## src/rtl/column_reducer.sv

```systemverilog
// Folds one framed burst of ALU result beats into a SUM, MIN, MAX or COUNT-nonzero aggregate.
// Result appears 1 cycle after the last beat and is held via res_valid/res_ready until taken.
module column_reducer #(
  parameter int NUM = 31,
  parameter int CNT = 15
) (
  input  logic               clk,
  input  logic               reset,
  input  logic               enable,
  input  logic               start,
  input  logic [1:0]         op,
  input  logic               valid,
  input  logic [NUM:0]       in_data,
  input  logic               last,
  output logic               res_valid,
  input  logic               res_ready,
  output logic [NUM+CNT+2:0] res_data,
  output logic [CNT:0]       res_count,
  output logic               res_sat,
  output logic               busy,
  output logic               drop_err
);

  localparam int AW = NUM + CNT + 3;

  localparam logic [1:0] S_IDLE  = 2'd0;
  localparam logic [1:0] S_ACCUM = 2'd1;
  localparam logic [1:0] S_HOLD  = 2'd2;

  localparam logic [1:0] OP_SUM = 2'd0;
  localparam logic [1:0] OP_MIN = 2'd1;
  localparam logic [1:0] OP_MAX = 2'd2;
  localparam logic [1:0] OP_CNT = 2'd3;

  logic [1:0]    state_q, state_d;
  logic [1:0]    op_q, op_d;
  logic [AW-1:0] acc_q, acc_d;
  logic [CNT:0]  cnt_q, cnt_d;
  logic          sat_q, sat_d;
  logic          drop_q, drop_d;

  logic          start_acc;
  logic          beat_acc;
  logic          beat_drop;
  logic [1:0]    base_op;
  logic [AW-1:0] base_acc;
  logic [CNT:0]  base_cnt;
  logic          base_sat;
  logic          first_beat;
  logic [AW-1:0] beat_ext;

  // A start cycle folds its coincident beat onto fresh burst state, not the old one.
  always_comb begin
    start_acc  = enable & start & (state_q != S_HOLD);
    beat_acc   = enable & valid & (start_acc | (state_q == S_ACCUM));
    beat_drop  = enable & valid & ~beat_acc;
    base_op    = start_acc ? op : op_q;
    base_acc   = start_acc ? '0 : acc_q;
    base_cnt   = start_acc ? '0 : cnt_q;
    base_sat   = start_acc ? 1'b0 : sat_q;
    first_beat = (base_cnt == '0);
    beat_ext   = {{(AW-NUM-1){in_data[NUM]}}, in_data};
  end

  always_comb begin
    state_d = state_q;
    op_d    = op_q;
    acc_d   = acc_q;
    cnt_d   = cnt_q;
    sat_d   = sat_q;
    drop_d  = drop_q;

    if (start_acc) begin
      state_d = S_ACCUM;
      op_d    = op;
      acc_d   = '0;
      cnt_d   = '0;
      sat_d   = 1'b0;
    end

    if (beat_acc) begin
      case (base_op)
        OP_SUM: acc_d = base_acc + beat_ext;
        OP_MIN: acc_d = (first_beat || ($signed(beat_ext) < $signed(base_acc))) ? beat_ext : base_acc;
        OP_MAX: acc_d = (first_beat || ($signed(beat_ext) > $signed(base_acc))) ? beat_ext : base_acc;
        OP_CNT: acc_d = base_acc + {{(AW-1){1'b0}}, |in_data};
        default: acc_d = base_acc;
      endcase
      // The counter sticks at all-ones; the aggregate keeps folding regardless.
      if (&base_cnt) begin
        cnt_d = base_cnt;
        sat_d = 1'b1;
      end else begin
        cnt_d = base_cnt + (CNT+1)'(1);
        sat_d = base_sat;
      end
      if (last) state_d = S_HOLD;
    end

    if (beat_drop) drop_d = 1'b1;

    if ((state_q == S_HOLD) && res_ready) state_d = S_IDLE;
  end

  always_ff @(posedge clk or negedge reset) begin
    if (!reset) begin
      state_q <= S_IDLE;
      op_q    <= OP_SUM;
      acc_q   <= '0;
      cnt_q   <= '0;
      sat_q   <= 1'b0;
      drop_q  <= 1'b0;
    end else begin
      state_q <= state_d;
      op_q    <= op_d;
      acc_q   <= acc_d;
      cnt_q   <= cnt_d;
      sat_q   <= sat_d;
      drop_q  <= drop_d;
    end
  end

  assign res_valid = (state_q == S_HOLD);
  assign res_data  = acc_q;
  assign res_count = cnt_q;
  assign res_sat   = sat_q;
  assign busy      = (state_q != S_IDLE);
  assign drop_err  = drop_q;

endmodule
```

## config.mk

```make
export PLATFORM = sky130hd
export DESIGN_NAME = column_reducer
export DESIGN_NICKNAME = d
export VERILOG_FILES = /design/src/rtl/column_reducer.sv
export SDC_FILE = /design/constraint.sdc
export NUM_CORES = 1
export LEC_CHECK = 0
export ABC_AREA = 0
export CAP_MARGIN = 10
export CORE_ASPECT_RATIO = 1.4
export CORE_MARGIN = 2
export CORE_UTILIZATION = 45
export DETAILED_ROUTE_END_ITERATION = 10
export PLACE_DENSITY = 0.68
export SLEW_MARGIN = 15
export SYNTH_ARGS = -nofsm -noshare
export SYNTH_HDL_FRONTEND = slang
export SYNTH_SLANG_ARGS = --single-unit
```

## constraint.sdc

```tcl
create_clock -name clk -period 8.7 [get_ports clk]
set_input_delay 1.305 -clock clk [delete_from_list [all_inputs] [get_ports clk]]
set_output_delay 1.305 -clock clk [all_outputs]
set_load 0.01 [all_outputs]
```

Yosys cells after proc, flatten, opt, wreduce, memory -nomap -nowiden

Cells that the tools add are included.

Add/sub/neg operators: 3
Magnitude comparators: 2
Eq/ne operators: 6
Muxes and demuxes: 16
Bitwise gates (word level): 7
Reduce and logical (&&, ||, !) cells: 8

Operator list:

| cell                                                                   | count |
|---|---|
| 49-bit two-way mux                                                     | 4 |
| 49-bit case mux with 4 select lines                                    | 1 |
| 49-bit by 1-bit adder with 49-bit output                               | 1 |
| 49-bit adder                                                           | 1 |
| 32-bit by 49-bit greater-than comparator with 1-bit output             | 1 |
| 32-bit by 49-bit less-than comparator with 1-bit output                | 1 |
| 16-bit two-way mux                                                     | 3 |
| 32-bit OR reduction                                                    | 1 |
| 16-bit by 1-bit adder with 16-bit output (second input constant)       | 1 |
| 16-bit zero test                                                       | 1 |
| 16-bit AND reduction                                                   | 1 |
| 2-bit two-way mux                                                      | 5 |
| 2-bit equality test (second input constant)                            | 3 |
| 1-bit bitwise AND                                                      | 5 |
| 2-bit by 1-bit equality test with 1-bit output (second input constant) | 2 |
| 1-bit two-way mux                                                      | 3 |
| 2-bit zero test                                                        | 1 |
| 1-bit logical OR                                                       | 2 |
| 2-bit != test (second input constant)                                  | 1 |
| 2-bit nonzero test                                                     | 1 |
| 1-bit logical AND                                                      | 1 |
| 1-bit NOT                                                              | 1 |
| 1-bit OR                                                               | 1 |

Register bits after elaboration: 71
Input port bits: 41
Output and inout bits: 69
Word-level logic and storage cells: 48

Longest topological paths before layout

Word-level depth: 8
Depth in mapped cells: 25
Mapped depth without buffers: 22

Worst setup path before layout

No wires, ideal clock.

Path kind: input to register
From: input port enable
To: register acc_q[48] (netlist: res_data[48])
Setup time: 71 ps
Arrival time: 5,477 ps
Required time: 8,629 ps
Path slack: 3,152 ps
Stages: 23
Buffers on the path: 4
Path through: nand3_1 -> clkbuf_1 -> buf_1 -> clkbuf_1 -> nand2_1 -> nand2_1 -> ha_1 -> clkbuf_1 -> nor2_1 -> a21oi_1 -> ha_1 -> inv_1 -> fa_1 -> nand2b_1 -> a21oi_1 -> o21ai_0 -> nand3_1 -> o211ai_1 -> o21ai_1 -> nor2_1 -> o31ai_1 -> mux2_2 -> nand4_1

Elaborated cells between the ends (all ways): 23
Classes of those cells: add/sub (2); order compare (2); eq/ne (3); mux (7); bitwise (5); reduce/logical (4)

RTL lines:

| element                                     | line | source |
|---|---|---|
| from (decl)                                 | 9    | `input logic enable,` |
| 1-bit bitwise AND * (2 in a row)            | 54   | `start_acc = enable & start & (state_q != S_HOLD);` |
| 2-bit two-way mux *                         | --   |  |
| via base_op[1]                              | 45   | `logic [1:0] base_op;` |
| 2-bit equality test (tied with other cells) | 82   | `case (base_op)` |
| 49-bit case mux with 4 select lines *       | 82   |  |
| 49-bit two-way mux *                        | 81   | `if (beat_acc) begin` |
| via acc_d[48]                               | 37   | `logic [AW-1:0] acc_q, acc_d;` |
| to (signal assigned)                        | 109  | `acc_q <= '0;` |
| to (signal assigned)                        | 116  | `acc_q <= acc_d;` |
| to (decl)                                   | 37   |  |

The timed path passes the listed nets; every way through them passes the cells marked *.
A chain may end at the register's enable or synchronous reset.

Final worst setup path

Same ends and word-level chain as after synthesis.

==> run summary <==
final setup fails = 0
total global-route track usage = 27.6%
clk sink count = 71
Vias per Instance = 5.88
setup TNS = 0 ns
number of flops mapped to enable cells by yosys = 0
max_cap viols = 0
final-layout fill cell count = 1,705
Clock Path Buffers = 2
GPL Wtd Cong = 0.943
Worst IR Drop VDD = 0.000119 V
IO Count = 110
H-tree depth = 3
final worst-path cycle share = 77.8%
ys flop type = dfrtp_1
fraction of layout cells with a size suffix above 1 = 3.90%
routed len/inst = 18.5 um
RSZ-0062 raised after global routing = false
CTS tree = done
failing checks = DRC
die footprint = 0.0187 mm2
CP Max Fanout = 22
Max transition margin = 35.9%
Initial Util = 45.8%
number of global-route vias before repair = 8,050
synthesis-stage register bit count = 71
Post-synth ARST share = 100%
initial antenna violation count = 0
fin nets = 1,267
post-route clock skew = 0.0112 ns
WP data arrival = 6.95 ns
Syn Nets = 1,178
Port-buffer cells = 109
# rows = 57
post-cts resize count = 0
global-route wire length before repair = 40.8 mm
gr ovfl total = 0
DR DRC count = 1
Layout Cells excl Fill = 1,364
Hold Path Class = flop to flop
Area growth syn-to-layout = 19.6%
Final Max Tran Viols = 0
Placed Cells = 1,348
Die H = 161 um
final WL = 25.2 mm
Mapped Avg Cell Area = 7.68 um2
number of iterations in the first detailed-routing pass = 8
total CTS buffers = 9
Fmax achieved = 148 MHz
power density over the cells = 272 mW/mm2
Seq/Total Area, Yosys = 22.4%
Critical Path End Type = flop
Least-Margin Pin Slew = 0.962 ns
Synth cell types = 68
Routed Antenna Nets = 0
P_leak = 4.41 nW
CP startpoint kind = primary input
Vias = 8,019
worst path required time = 8.89 ns
Final min period = 6.77 ns
largest net degree at the start of global routing = 72
worst-skew pair later-pin latency = 0.35 ns
Post-Synthesis Cell Area = 0.00794 mm2
Setup Fix Bufs, Post-CTS = 0
count of final hold-check violations = 0
Hold Buf Count CTS = 0
n_diodes = 0
status = finished with violations
Reg clk slew, reported paths = 0.07 ns
Root Driver = clkbuf_16
Initial DRC Count = 416
Core Footprint = 0.0173 mm2
die width = 116 um
Yosys warnings = 0
critical path class = primary input to flop
Gate Count Post-Synth = 1,034
HPWL after DPL = 19.9 mm
==> power by group <==
group	switching, W	internal [W]
sequential	0.0000665	0.000434
combinational	0.000989	0.000720
clock	0.000166	0.000205
==> flip-flops by register name (all words and copies together), names as in the netlist <==
| register | cells |
|---|---|
| drop_err | 1 |
| op_q | 2 |
| res_count | 16 |
| res_data | 49 |
| res_sat | 1 |
| state_q | 2 |
==> placed cells by master (no fill, tap or decap), drive strengths merged, types with 29 or more instances in the layout <==
master         netlist  final
a22oi               29     29
inv                 79     82
nand4               35     35
ha                 102    102
dfrtp               71     71
o21ai               76     76
clkdlybuf4s50        0    108
nand2              139    139
a21oi               99     99
nor2                50     50
nor2b               37     37
xnor2               30     30
==> worst paths after layout <==
check	start	to	slack, ns	depth (start not counted)
min in group asynchronous	reset	res_data[8]	1.10	1
max in group asynchronous	reset	res_data[28]	6.97	1
worst min register to register	drop_err	drop_err	0.48	1
worst min-delay path	drop_err	drop_err	0.48	1
worst max-delay path	enable	res_data[48]	1.93	23
worst max register to register	state_q[0]	res_data[48]	2.84	23
==> synthesized netlist by cell type, drive strengths merged, types with 3 or more instances <==
| cell | instances | area, um2 |
|---|---|---|
| o221ai | 5 | 43.8 |
| dfrtp | 71 | 1780 |
| a311oi | 3 | 26.3 |
| xor2 | 21 | 184 |
| a41oi | 3 | 26.3 |
| a21oi | 99 | 499 |
| a31oi | 9 | 56.3 |
| nor3 | 20 | 100 |
| o21bai | 11 | 82.6 |
| o31ai | 5 | 47.5 |
| and2 | 8 | 52.6 |
| nor2 | 50 | 188 |
| and3 | 5 | 31.3 |
| a21o | 22 | 165 |
| o22ai | 9 | 70.1 |
| or3 | 6 | 37.5 |
| nand2 | 139 | 522 |
| a2111oi | 3 | 32.5 |
| or4 | 4 | 30.0 |
| nand2b | 11 | 68.8 |
| o21ai | 76 | 380 |
| a221oi | 6 | 52.6 |
| o21a | 8 | 61.3 |
| clkbuf | 25 | 93.8 |
| or2 | 3 | 21.3 |
| a211oi | 10 | 80.1 |
| nor2b | 37 | 231 |
| nand3 | 19 | 95.1 |
| buf | 13 | 83.8 |
| ha | 102 | 1280 |
| nand4 | 35 | 234 |
| nor4 | 16 | 121 |
| mux2i | 4 | 40.0 |
| xnor2 | 30 | 263 |
| inv | 79 | 297 |
| a22oi | 29 | 218 |
| o211ai | 15 | 126 |
==> cell type report <==
type	count	area (um2)	area share [%]
clock buffers	10	239	2.52
clock inverters	6	50.0	0.527
inverters	79	297	3.12
multi-input cells	846	5700	60.0
flip-flops and latches	71	1780	18.7
well taps	236	295	3.11
repair buffers	116	1140	12.0
==> per-stage QoR <==
step	area, um2	total power [W]	hold slack, ns	setup slack (ns)	util, %
4_1_cts	9500	0.00259	0.484	1.90	54.8
3_3_place_gp	9210	0.00219	0.467	1.77	53.1
5_1_grt	9500	0.00280	0.516	1.27	54.8
3_5_place_dp	9210	0.00220	0.467	1.55	53.1
2_1_floorplan	7940	0.00164	0.486	3.15	-
6_report	9500	0.00258	0.483	1.93	54.8
==> worst max-delay path: stages <==
cell,delay [ns]
clkdlybuf4s50_1,0.53
and3_1,0.60
mux2i_1,0.21
inv_1,0.13
ha_1,0.51
buf_4,0.36
nor4b_1,0.26
nand4_1,0.12
nor4_1,0.25
a21oi_1,0.11
ha_1,0.25
inv_1,0.08
fa_1,0.19
nand2b_1,0.15
a21oi_1,0.10
o21ai_0,0.41
nand3_1,0.12
o211ai_1,0.36
o21ai_1,0.18
nor2_1,0.22
o31ai_1,0.14
mux2_2,0.26
nand4_1,0.08
==> logic make-up after synthesis <==
logic type,synth area share [%]
flip-flops,22.4
multiplexers,0.788
AO/OA/AOI/OAI,26.6
buffers and inverters,5.97
adder cells (fa/ha/maj),16.3
XOR/XNOR,5.62
AND/OR/NAND/NOR,22.3
==> per-layer routing <==
metal / vias to the layer above / wire length (um) / GRT usage, %
met5: - / 0 / 0
met4: 0 / 1150 / 13.1
met3: 64 / 1020 / 3.15
met2: 211 / 13000 / 48.6
met1: 3785 / 10000 / 33.0
li1: 3959 / - / -
(Power assumes the default switching activity.)
